File: src/rtl/uio_bus_arbiter.sv
// uio_bus_arbiter: shares the bidirectional 8-bit uio pad bus among NREQ
// requesters. It uses a round-robin grant with a burst cap for each ownership,
// and it forces a bus-idle turnaround (oe=00) before every new owner.
module uio_bus_arbiter #(
  parameter int NREQ      = 4,
  parameter int MAX_BURST = 4,
  parameter int TURN      = 1
) (
  input  logic              clk,
  input  logic              rst,
  input  logic [NREQ-1:0]   req,
  input  logic [NREQ-1:0]   dir,
  input  logic [8*NREQ-1:0] wdata,
  output logic [NREQ-1:0]   gnt,
  output logic [7:0]        rdata,
  output logic              rvalid,
  output logic              busy,
  input  logic [7:0]        uio_in,
  output logic [7:0]        uio_out,
  output logic [7:0]        uio_oe
);

  localparam int PW = (NREQ > 1) ? $clog2(NREQ) : 1;
  localparam int BW = (MAX_BURST > 1) ? $clog2(MAX_BURST) : 1;

  localparam logic [1:0] S_IDLE = 2'd0;
  localparam logic [1:0] S_TURN = 2'd1;
  localparam logic [1:0] S_OWN  = 2'd2;

  localparam logic [BW-1:0] BEAT_LAST = BW'(MAX_BURST - 1);
  localparam logic [1:0]    TURN_LAST = 2'(TURN - 1);
  localparam logic [PW-1:0] REQ_LAST  = PW'(NREQ - 1);

  logic [1:0]      state_q, state_d;
  logic [PW-1:0]   ptr_q, ptr_d;
  logic [PW-1:0]   owner_q, owner_d;
  logic            odir_q, odir_d;
  logic [BW-1:0]   beat_q, beat_d;
  logic [1:0]      tcnt_q, tcnt_d;
  logic [NREQ-1:0] gnt_q, gnt_d;
  logic [7:0]      rdata_q;
  logic            rvalid_q;

  logic [PW-1:0]   pick;
  logic            found;
  logic [NREQ-1:0] own_oh;
  logic            others;
  logic            drive;

  // Round-robin search: first requester at or after ptr, wrapping mod NREQ.
  always_comb begin
    int unsigned idx;
    logic [PW-1:0] idx_p;
    pick  = '0;
    found = 1'b0;
    idx   = 0;
    idx_p = '0;
    for (int unsigned i = 0; i < NREQ; i++) begin
      idx   = (32'(ptr_q) + i) % NREQ;
      idx_p = PW'(idx);
      if (!found && req[idx_p]) begin
        found = 1'b1;
        pick  = idx_p;
      end
    end
  end

  // One-hot of current owner and whether anyone else is waiting.
  always_comb begin
    own_oh          = '0;
    own_oh[owner_q] = 1'b1;
    others          = |(req & ~own_oh);
  end

  // Next-state logic for the IDLE/TURN/OWN ownership sequence.
  always_comb begin
    state_d = state_q;
    ptr_d   = ptr_q;
    owner_d = owner_q;
    odir_d  = odir_q;
    beat_d  = beat_q;
    tcnt_d  = tcnt_q;
    case (state_q)
      S_IDLE: begin
        if (found) begin
          owner_d = pick;
          odir_d  = dir[pick];
          beat_d  = '0;
          tcnt_d  = '0;
          state_d = (TURN > 0) ? S_TURN : S_OWN;
        end
      end
      S_TURN: begin
        if (tcnt_q == TURN_LAST) state_d = S_OWN;
        else                     tcnt_d  = tcnt_q + 2'd1;
      end
      S_OWN: begin
        if (!req[owner_q] || (beat_q == BEAT_LAST && others)) begin
          state_d = S_IDLE;
          ptr_d   = (owner_q == REQ_LAST) ? '0 : owner_q + 1'b1;
        end else if (beat_q != BEAT_LAST) begin
          beat_d = beat_q + 1'b1;
        end
      end
      default: state_d = S_IDLE;
    endcase
    gnt_d = '0;
    if (state_d == S_OWN) gnt_d[owner_d] = 1'b1;
  end

  // Arbitration state registers.
  always_ff @(posedge clk) begin
    if (rst) begin
      state_q <= S_IDLE;
      ptr_q   <= '0;
      owner_q <= '0;
      odir_q  <= 1'b0;
      beat_q  <= '0;
      tcnt_q  <= '0;
      gnt_q   <= '0;
    end else begin
      state_q <= state_d;
      ptr_q   <= ptr_d;
      owner_q <= owner_d;
      odir_q  <= odir_d;
      beat_q  <= beat_d;
      tcnt_q  <= tcnt_d;
      gnt_q   <= gnt_d;
    end
  end

  // Capture the pad byte at the end of every read-grant cycle.
  always_ff @(posedge clk) begin
    if (rst) begin
      rdata_q  <= '0;
      rvalid_q <= 1'b0;
    end else if (state_q == S_OWN && !odir_q) begin
      rdata_q  <= uio_in;
      rvalid_q <= 1'b1;
    end else begin
      rvalid_q <= 1'b0;
    end
  end

  // The bus is driven only while a write owner holds the grant.
  always_comb begin
    drive   = (state_q == S_OWN) && odir_q;
    uio_oe  = drive ? '1 : '0;
    uio_out = drive ? wdata[32'(owner_q)*8 +: 8] : '0;
  end

  assign gnt    = gnt_q;
  assign rdata  = rdata_q;
  assign rvalid = rvalid_q;
  assign busy   = (state_q != S_IDLE);

endmodule

File: config.mk
export PLATFORM = sky130hd
export DESIGN_NAME = uio_bus_arbiter
export DESIGN_NICKNAME = d
export VERILOG_FILES = /design/src/rtl/uio_bus_arbiter.sv
export SDC_FILE = /design/constraint.sdc
export NUM_CORES = 1
export LEC_CHECK = 0
export BUFFER_PORTS_ARGS = -buffer_cell sky130_fd_sc_hd__clkbuf_2
export CAP_MARGIN = 20
export CORE_UTILIZATION = 40
export CTS_BUF_LIST = sky130_fd_sc_hd__clkbuf_4 sky130_fd_sc_hd__clkbuf_8 sky130_fd_sc_hd__clkbuf_16
export CTS_CLUSTER_SIZE = 28
export DETAILED_ROUTE_END_ITERATION = 10
export GPL_TIMING_DRIVEN = 1
export PLACE_DENSITY = 0.79
export SETUP_SLACK_MARGIN = 0.5
export SYNTH_ARGS = -nofsm -noshare
export SYNTH_HDL_FRONTEND = slang
export SYNTH_SLANG_ARGS = --single-unit
export TNS_END_PERCENT = 30
File: constraint.sdc
create_clock -name clk -period 3.1 [get_ports clk]
set_clock_uncertainty 0.05 [all_clocks]
set_input_delay 0.155 -clock clk [delete_from_list [all_inputs] [get_ports clk]]
set_output_delay 0.155 -clock clk [all_outputs]
set_load 0.1 [all_outputs]
==> results of run 1 <==
-- cell families (layout without fill, tap and decap cells) --
kind of cell	Yosys count	in the layout	share of synthesized area, %
compound gates	21	21	9.949
mux	22	22	22.77
fa+ha+maj	6	6	5.059
simple gates	64	64	22.18
buf+inv	22	90	7.673
flops	24	24	32.38
-- power breakdown --
part           internal (mW)  switching [mW]
clock network         0.0867          0.0899
logic                 0.0946           0.194
registers              0.326          0.0253
-- sequential cells by signal, indices dropped and copies added (netlist names) --
name and flops:
beat_q 2, owner_q 2, ptr_q 2, rvalid 1, state_q 2, gnt 4, odir_q 1, tcnt_q 2
rdata 8
-- area by class of cell --
cell class / count / area [um2]
multi-input combinational: 113 / 889.6
inverter: 8 / 30.03
fill: 335 / 1548
timing repair buffer: 79 / 395.4
sequential: 24 / 480.5
clock buffer: 3 / 41.29
tap: 46 / 57.56
-- stage by stage --
step / util [%] / power [mW]
final: 55.03 / 0.8158
after global routing: 55.03 / 0.8557
after CTS: 55.03 / 0.8217
after detailed placement: 53.84 / 0.6471
after global placement: 53.84 / 0.6436
after floorplan: - / 0.5823
-- cell usage after synthesis, types with 2 or more instances --
library cell	count
ha_1	6
inv_1	8
nor2b_1	5
and3_1	9
mux4_2	8
a21oi_1	9
dfxtp_1	24
nand3_1	4
o21a_1	2
mux2i_1	12
buf_4	8
nand2_1	8
nand2b_1	4
clkbuf_1	5
nor2_1	25
-- worst min-delay path by stage --
stage,start,end,cells after the start
after floorplan,uio_in[0],rdata[0]$_SDFFE_PP0P_,2
after global placement,uio_in[5],rdata[5]$_SDFFE_PP0P_,3
after detailed placement,uio_in[4],rdata[4]$_SDFFE_PP0P_,3
after CTS,uio_in[5],rdata[5]$_SDFFE_PP0P_,3
after global routing,uio_in[4],rdata[4]$_SDFFE_PP0P_,3
final,uio_in[5],rdata[5]$_SDFFE_PP0P_,3
-- per-layer routing --
metal  routed length, um  vias to the layer above
met3                 313                        2
met1                1374                      643
met2                1662                       75
met5                   0                        -
met4                  18                        0
li1                    -                      695
-- worst register-to-register path, delay by kind of cell, from the launching register on --
kind | cells | cell delay, ns
AO/OA/AOI/OAI | 1 | 0.27
flip-flops | 1 | 0.76
multiplexers | 2 | 0.90
AND/OR/NAND/NOR | 1 | 0.05
==> reports/results.tsv, run 1 <==
stage	metric	value	unit
critical_path	Crit Path Class	flip-flop to output port	
yosys	Mapped Area	1484	um2
global_routing	initial antenna violation count	0	
clocking	Num CTS Buffers	3	
critical_path	Worst Setup Start Kind	flip-flop	
yosys	Synth area leaders	dfxtp_1 (32%), mux4_2 (12%), mux2i_1 (8.1%), nor2_1 (6.3%), ha_1 (5.1%)	
yosys	Post-synth top flop	dfxtp_1	
global_routing	vias in the first global route	1232	
critical_path	WP buf/inv	1	
route	DRT Wirelength	3369	um
global_routing	GRT Overall Usage	16.90	%
global_routing	gr busiest metal	met2	
critical_path	reg-to-reg critical path endpoint	ptr_q[0]$_SDFFE_PP0P_	
layout	commonest cells after routing, fill and taps aside	clkbuf_2 (79), nor2_1 (25), dfxtp_1 (24), mux2i_1 (12)	
placed_design	post-placement setup slack	0.9031	ns
floorplanning	Core ar.	3442	um2
yosys	Unique masters post-synth	37	
critical_path	Stages on worst setup path	3	
critical_path	CP startpoint	owner_q[0]$_SDFF_PP0_	
sta	setup TNS	0	ns
floorplanning	die area	3958	um2
global_routing	met1 Use GR	19.35	%
critical_path	CP max stage cell	dfxtp_1	
critical_path	CP Capture Point	uio_out[1]	
layout	post-route insts no fill	273	
placed_design	placed inst area	1853	um2
sta	RSZ-0062 raised after global routing	no	
clocking	worst-case clock buffer depth	2	
critical_path	crit-path cells	mux4_2 -> and3_1 -> clkbuf_2	
route	DRC Markers	0	
layout	post-route cell area	1894	um2
sta	final worst slack	0.7369	ns
critical_path	worst reg2reg path depth	4	
yosys	Yosys Warn Count	0	
clocking	Max H-tree Level	1	
sta	Slew Limit Fails	0	
route	Routed Antenna Nets	0	
route	DR vias/cell	5.183	
layout	ant diodes	0	
sta	final setup violation count	0	
placed_design	HPWL after DPL	2666	um
min_path	Min-Delay Path Class	primary input to flip-flop	
critical_path	Max FO, Critical Path	13	
floorplanning	FP Rows	21	
global_routing	largest net degree at the start of global routing	21	
route	vias	1415	
critical_path	CP Capture Type	output port	
yosys	ys async rst share	0	%
pwr	PD cells	430.6	nW/um2
clocking	clk sink count	24	
clocking	post-CTS setup buffers	0	
yosys	share of the synthesized area in the top cell type	32.38	%
route	DRT iter0 DRCs	36	
global_routing	grt total ovfl	0	
global_routing	met2 Track Usage GR	30.91	%
yosys	register bit total from synthesis	24	
critical_path	WP data required	2.89	ns
clocking	clk root buf	clkbuf_8	
floorplanning	Die Ht	62.91	um
yosys	area leader, netlist	dfxtp_1	
route	drt first pass iters	4	
floorplanning	Die W	62.91	um
sta	Slew @ Worst Pin	0.6709	ns
critical_path	max incr delay on CP	0.76	ns
sta	Max transition margin	55.21	%
sta	Hold Slack	0.07417	ns
placed_design	placed cell count	270	
critical_path	Critical Path AT	2.16	ns
clocking	Worst-Skew Late Latency	0.26	ns
placed_design	Placer Congestion	0.7710	
critical_path	Top delay family on crit path	flip-flops	
layout	commonest non-fill, non-tap cell in the layout	clkbuf_2	
global_routing	first-pass GRT wire length	5388	um
sta	final hold violation count	0	
yosys	Mapped Cells	159	
layout	number of nets in the layout	285	
yosys	EDFF count, synth	0	
pwr	maximum vdd drop	0.4192	mV
clocking	Post-CTS Hold Buffers	0	
clocking	post_cts resized	0	
sta	Final min period	2.363	ns
clocking	CTS tree	built	
floorplanning	IO Pins	80	
placed_design	port bufs	79	
clocking	Clock transition at path regs	0.08	ns
run_status	outcome	completed	
sta	Max Fclk	0.4232	GHz
global_routing	met3 usage	4.562	%
layout	area grow syn2layout	27.66	%
sta	crit share post-route	76.23	%
critical_path	RR Startpoint	owner_q[0]$_SDFF_PP0_	
yosys	Synth Area per Inst	9.333	um2
critical_path	Reg2Reg Setup Slack	0.94	ns
yosys	post-synthesis sequential area ratio	32.38	%
pwr	leak pwr	0.9293	nW
layout	share of cells above drive strength 1	42.73	%
yosys	Post-Syn Nets	215	
job	max-cap violations	0	
route	Routed wire per std cell	12.34	um
floorplanning	Starting Density	43.11	%
No activity file was read; power rests on OpenSTA's default activity.
==> run 2: changes to the inputs <==
--- a/config.mk
+++ b/config.mk
@@ -5,6 +5,7 @@
 export SDC_FILE = /design/constraint.sdc
 export NUM_CORES = 1
 export LEC_CHECK = 0
+export ABC_AREA = 1
 export BUFFER_PORTS_ARGS = -buffer_cell sky130_fd_sc_hd__clkbuf_2
 export CAP_MARGIN = 20
 export CORE_UTILIZATION = 40
==> constraint.sdc (replaced) <==
create_clock -name clk -period 2.1 [get_ports clk]
set_clock_uncertainty 0.05 [all_clocks]
set_input_delay 0.105 -clock clk [delete_from_list [all_inputs] [get_ports clk]]
set_output_delay 0.105 -clock clk [all_outputs]
set_load 0.1 [all_outputs]
==> run 2 against run 1 <==
Total power rose to 4.2 times the previous value. Largest cell class unchanged. Synthesized cell count rose by 72%. Final area up 40%. Core utilization rose by 9.8 points. Worst setup slack worse by 0.34 ns. Global-route usage grew 4.4 points. Sequential share of layout area fell by 6.7 points. Critical endpoint is now owner_q[1]$_SDFF_PP0_.
==> reports/results.tsv, run 2 <==
stage	metric	value	unit
critical_path	Stages on worst setup path	14	
yosys	Mapped Cells	273	
min_path	Min-Delay Path Class	primary input to flip-flop	
yosys	Synth top cells by count	nand2_1 (56), nor2_1 (49), dfxtp_1 (24), o21ai_0 (24), a21oi_1 (23)	
pwr	maximum vdd drop	0.7805	mV
clocking	Worst-Skew Late Latency	0.26	ns
yosys	EDFF count, synth	0	
yosys	ys async rst share	0	%
pwr	PD cells	1282	nW/um2
critical_path	worst reg2reg path depth	14	
global_routing	initial antenna violation count	0	
clocking	Num CTS Buffers	3	
sta	crit share post-route	80.99	%
yosys	register bit total from synthesis	24	
min_path	hold wc startpoint	uio_in[0]	
yosys	post-synthesis sequential area ratio	27.75	%
critical_path	Worst Setup Start Kind	flip-flop	
clocking	clk root buf	clkbuf_8	
critical_path	Top delay family on crit path	simple AND/OR/NAND/NOR gates	
clocking	worst-case clock buffer depth	2	
global_routing	first-pass GRT wire length	7665	um
critical_path	crit-path cells	buf_6 -> nand2_4 -> nand2_4 -> nand2_4 -> nand2_4 -> nor2_8 -> nand3_4 -> nand2_8 -> inv_4 -> nand2_2 -> inv_2 -> a21oi_4 -> inv_2 -> nor2_1	
layout	number of nets in the layout	415	
layout	ant diodes	0	
critical_path	WP buf/inv	4	
clocking	CTS tree	built	
critical_path	Reg2Reg Setup Slack	0.40	ns
sta	setup TNS	0	ns
sta	Slew Limit Fails	0	
route	DRC Markers	0	
critical_path	WP data required	2.24	ns
route	vias	2016	
critical_path	CP startpoint	ptr_q[0]$_SDFFE_PP0P_	
clocking	Max H-tree Level	1	
route	metal3 WL	211	um
yosys	Unique masters post-synth	26	
route	drt first pass iters	4	
yosys	area leader, netlist	dfxtp_1	
floorplanning	Core ar.	4086	um2
floorplanning	IO Pins	80	
global_routing	vias in the first global route	1852	
sta	Max Fclk	0.5880	GHz
placed_design	HPWL after DPL	3462	um
layout	area grow syn2layout	53.11	%
global_routing	GRT Overall Usage	21.30	%
global_routing	grt total ovfl	0	
critical_path	Critical Path AT	1.84	ns
critical_path	CP max stage cell	dfxtp_4	
job	max-cap violations	0	
route	DR WL met2	2654	um
yosys	Yosys Warn Count	0	
yosys	Post-synth top flop	dfxtp_1	
critical_path	RR Startpoint	ptr_q[0]$_SDFFE_PP0P_	
route	Routed wire per std cell	12.14	um
sta	final setup violation count	0	
sta	Max transition margin	63.55	%
critical_path	CP Capture Point	owner_q[1]$_SDFF_PP0_	
sta	final hold violation count	0	
route	DRT iter0 DRCs	96	
critical_path	CP most frequent cell	nand2_4	
layout	commonest non-fill, non-tap cell in the layout	clkbuf_2	
sta	final worst slack	0.3993	ns
critical_path	CP Capture Type	flip-flop	
yosys	Post-Syn Nets	329	
placed_design	Placer Congestion	0.7999	
placed_design	post-placement setup slack	0.2252	ns
sta	RSZ-0062 raised after global routing	yes	
route	DRT Wirelength	4939	um
clocking	Clock transition at path regs	0.08	ns
yosys	Synth Area per Inst	6.343	um2
run_status	outcome	completed	
yosys	Mapped Area	1732	um2
global_routing	largest net degree at the start of global routing	18	
route	WL met1	2001	um
floorplanning	Starting Density	42.38	%
placed_design	port bufs	79	
floorplanning	Die W	67.80	um
critical_path	Max FO, Critical Path	6	
critical_path	Crit Path Class	flip-flop to flip-flop	
layout	commonest cells after routing, fill and taps aside	clkbuf_2 (63), nand2_1 (47), nor2_1 (44), nand3_1 (17), dfxtp_1 (17)	
critical_path	max incr delay on CP	0.39	ns
yosys	Synth area leaders	dfxtp_1 (28%), nand2_1 (12%), nor2_1 (11%), o21ai_0 (6.9%), a21oi_1 (6.6%)	
yosys	share of the synthesized area in the top cell type	27.75	%
route	Routed Antenna Nets	0	
route	DR vias/cell	4.953	
layout	share of cells above drive strength 1	47.34	%
clocking	clk sink count	24	
floorplanning	Die Ht	67.80	um
route	top sig layer	met4	
yosys	count leader, synth	nand2_1	
sta	Final min period	1.701	ns
pwr	leak pwr	1.276	nW
floorplanning	FP Rows	23	
min_path	Hold Path Depth	3	
clocking	Post-CTS Hold Buffers	0	
layout	max reg flops	8	
sta	Slew @ Worst Pin	0.5491	ns
critical_path	reg-to-reg critical path endpoint	owner_q[1]$_SDFF_PP0_	
floorplanning	die area	4596	um2
run 2: area by class of cell:
class | instances | area, um2
Fill cell | 356 | 1435
Multi-Input combinational cell | 204 | 1224
Timing Repair Buffer | 98 | 705.7
Sequential cell | 24 | 494.2
Inverter | 28 | 123.9
Tap cell | 50 | 62.56
Clock buffer | 3 | 41.29
run 2: kinds of logic after synthesis:
logic type	after synthesis	share of synthesized area [%]
buf+inv	45	12.36
compound gates	52	16.19
flops	24	27.75
simple gates	146	39.38
fa+ha+maj	6	4.335
run 2: worst min-delay path, stage by stage:
cell and delay (ns):
clkbuf_2 0.08, nand3_1 0.06, a21oi_1 0.06
run 2: where the power goes:
group,internal [mW],switching (mW),total (mW)
Combinational,0.753,1.70,2.45
Clock,0.128,0.134,0.262
Sequential,0.579,0.106,0.685
run 2: repair_timing:
| action | 4_1_cts | 5_1_grt |
|---|---|---|
| pin swaps | 4 | 13 |
| endpoints found under the hold margin | 0 | 0 |
| buffers inserted | 9 | 5 |
| resized for setup | 48 | 19 |
| endpoints found under the setup margin | 30 | 30 |
run 2: worst min-delay path by stage:
stage                     slack, ns               endpoint
after floorplan                0.22  rdata[2]$_SDFFE_PP0P_
after global placement         0.31  rdata[0]$_SDFFE_PP0P_
after detailed placement       0.31  rdata[0]$_SDFFE_PP0P_
after CTS                      0.03  rdata[0]$_SDFFE_PP0P_
after global routing           0.04  rdata[0]$_SDFFE_PP0P_
final                          0.04  rdata[0]$_SDFFE_PP0P_
run 2: metrics by stage:
stage	power (mW)	hold WS, ns	cells	util, %	instance area [um2]
final	3.400	0.03648	407	64.88	2651
after global routing	3.657	0.04363	407	64.88	2651
after CTS	3.266	0.03353	402	62.46	2552
after detailed placement	2.817	0.3140	390	57.69	2357
after global placement	2.777	0.3091	390	57.69	2357
after floorplan	2.429	0.2226	273	-	1852
run 2: layer usage:
layer | GRT usage (%) | up-vias
met4 | 4.948 | 0
met5 | 0 | -
met3 | 3.547 | 8
met2 | 38.61 | 54
li1 | - | 1046
met1 | 25.83 | 908
==> run 3: changes to the inputs <==
==> constraint.sdc (replaced) <==
create_clock -name clk -period 1.4 [get_ports clk]
set_clock_uncertainty 0.05 [all_clocks]
set_input_delay 0.07 -clock clk [delete_from_list [all_inputs] [get_ports clk]]
set_output_delay 0.07 -clock clk [all_outputs]
set_load 0.1 [all_outputs]
==> run 3 against run 2 <==
Critical endpoint unchanged. Via count is 14% higher. Critical path depth is the same. Largest power group unchanged. The run now ends with negative setup slack left. Sequential power increased by 68%.
==> reports/results.tsv, run 3 (synthesis results as in run 2) <==
stage	metric	value	unit
sta	final setup violation count	31	
layout	FF+latch area	511.7	um2
critical_path	Critical Path AT	1.99	ns
floorplanning	die area	4596	um2
critical_path	Max FO, Critical Path	9	
clocking	Clock transition at path regs	0.10	ns
sta	Slew Limit Fails	0	
layout	area grow syn2layout	98.05	%
sta	crit share post-route	130.2	%
pwr	PD cells	1914	nW/um2
clocking	CTS tree	built	
pwr	leak pwr	1.545	nW
min_path	Min-Delay Path Class	primary input to flip-flop	
global_routing	initial antenna violation count	0	
min_path	Hold Path Depth	3	
clocking	Num CTS Buffers	3	
sta	Final min period	1.823	ns
global_routing	grt total ovfl	0	
clocking	worst-case clock buffer depth	2	
pwr	maximum vdd drop	1.218	mV
floorplanning	Die Ht	67.80	um
sta	setup TNS	-9.259	ns
critical_path	reg-to-reg critical path endpoint	owner_q[1]$_SDFF_PP0_	
critical_path	CP most frequent cell	inv_2	
sta	final worst slack	-0.4227	ns
clocking	clk root buf	clkbuf_8	
sta	RSZ-0062 raised after global routing	yes	
global_routing	vias in the first global route	2331	
layout	number of nets in the layout	444	
critical_path	crit-path cells	buf_12 -> inv_8 -> nand2_2 -> nand3_2 -> nand2_4 -> nor2_8 -> nand3_4 -> nand2_8 -> inv_2 -> nand2_2 -> inv_2 -> a21oi_4 -> inv_2 -> nor2_2	
floorplanning	FP Rows	23	
placed_design	Placer Congestion	0.8506	
global_routing	largest net degree at the start of global routing	17	
layout	max reg flops	8	
pwr	Pwr Total	6.565	mW
critical_path	RR Startpoint	ptr_q[0]$_SDFFE_PP0P_	
global_routing	first-pass GRT wire length	10490	um
clocking	clk sink count	24	
placed_design	post-placement setup slack	-0.3328	ns
route	Routed wire per std cell	17.64	um
critical_path	Reg2Reg Setup Slack	-0.42	ns
layout	Multi-input gate area	1300	um2
route	DR vias/cell	5.275	
critical_path	CP max stage cell	dfxtp_4	
route	DRC Markers	0	
placed_design	placed inst area	2753	um2
clocking	Max H-tree Level	1	
route	Routed Antenna Nets	0	
sta	final hold violation count	0	
critical_path	Worst Setup Start Kind	flip-flop	
layout	Finished Core Util	83.93	%
critical_path	max incr delay on CP	0.38	ns
sta	Max Fclk	0.5486	GHz
layout	share of cells above drive strength 1	54.52	%
layout	post-route cell area	3430	um2
critical_path	Crit Path Class	flip-flop to flip-flop	
route	DRT iter0 DRCs	124	
critical_path	WP data required	1.56	ns
clocking	Worst-Skew Late Latency	0.28	ns
floorplanning	IO Pins	80	
run_status	failing checks	negative setup slack	
sta	Hold Slack	0.05258	ns
layout	commonest non-fill, non-tap cell in the layout	clkbuf_2	
global_routing	GRT Overall Usage	30.94	%
sta	Max transition margin	81.38	%
job	max-cap violations	0	
min_path	hold wc startpoint	uio_in[2]	
placed_design	HPWL after DPL	3971	um
critical_path	CP Capture Type	flip-flop	
route	DRT Wirelength	7710	um
layout	post-route insts no fill	437	
run_status	outcome	complete, but fails checks	
critical_path	worst reg2reg path depth	14	
layout	ant diodes	0	
layout	fillers	216	
floorplanning	Die W	67.80	um
route	drt first pass iters	4	
placed_design	placed cell count	415	
layout	commonest cells after routing, fill and taps aside	clkbuf_2 (49), nand2_1 (45), nor2_1 (42), buf_4 (34), buf_12 (20)	
placed_design	port bufs	79	
route	vias	2305	
floorplanning	Core ar.	4086	um2
min_path	WHS Endpoint	rdata[2]$_SDFFE_PP0P_	
sta	Slew @ Worst Pin	0.2775	ns
floorplanning	Starting Density	42.38	%
## run 3: critical path, delay by kind of cell (launching register included)
kind	cells	cell delay (ns)
simple gates	8	0.76
buf+inv	5	0.40
flops	1	0.38
compound gates	1	0.16
## run 3: area by class of cell
cell class | count | share of cell area (%)
repair buffers | 127 | 39.62
flip-flops and latches | 24 | 14.92
clock buffers | 3 | 1.204
inverters | 28 | 3.648
well taps | 50 | 1.824
clock inverters | 1 | 0.8756
multi-input cells | 204 | 37.91
## run 3: worst max path at each step
| stage | start | end | cells past startpoint |
|---|---|---|---|
| after floorplan | state_q[1]$_SDFF_PP0_ | uio_out[0] | 6 |
| after global placement | ptr_q[0]$_SDFFE_PP0P_ | gnt[2]$_SDFF_PP0_ | 14 |
| after detailed placement | ptr_q[0]$_SDFFE_PP0P_ | owner_q[1]$_SDFF_PP0_ | 13 |
| after CTS | ptr_q[0]$_SDFFE_PP0P_ | owner_q[1]$_SDFF_PP0_ | 15 |
| after global routing | ptr_q[0]$_SDFFE_PP0P_ | odir_q$_SDFFE_PP0P_ | 14 |
| final | ptr_q[0]$_SDFFE_PP0P_ | owner_q[1]$_SDFF_PP0_ | 14 |
## run 3: power by group
| group | internal (mW) | switching (mW) | leakage [nW] |
|---|---|---|---|
| Sequential | 0.887 | 0.263 | 0.203 |
| Clock | 0.383 | 0.248 | 0.0357 |
| Combinational | 1.84 | 2.94 | 1.31 |
| Total | 3.11 | 3.45 | 1.55 |
## run 3: per-layer routing
layer / wire length (um) / vias to the layer above / part of all wire (%) / track usage (%)
met3: 340 / 28 / 4.4 / 4.561
met2: 4203 / 96 / 55 / 61.88
met5: 0 / - / 0 / 0
met1: 2845 / 1083 / 37 / 31.41
li1: - / 1098 / - / -
met4: 319 / 0 / 4.1 / 11.72
## run 3: repair_timing
item / CTS / global route
hold endpoints to repair: 7 / 0
pin swaps: 6 / 12
gates cloned: 0 / 1
hold buffers: 7 / 0
resized for setup: 78 / 38
setup buffers: 4 / 6
endpoints found under the setup margin: 54 / 54
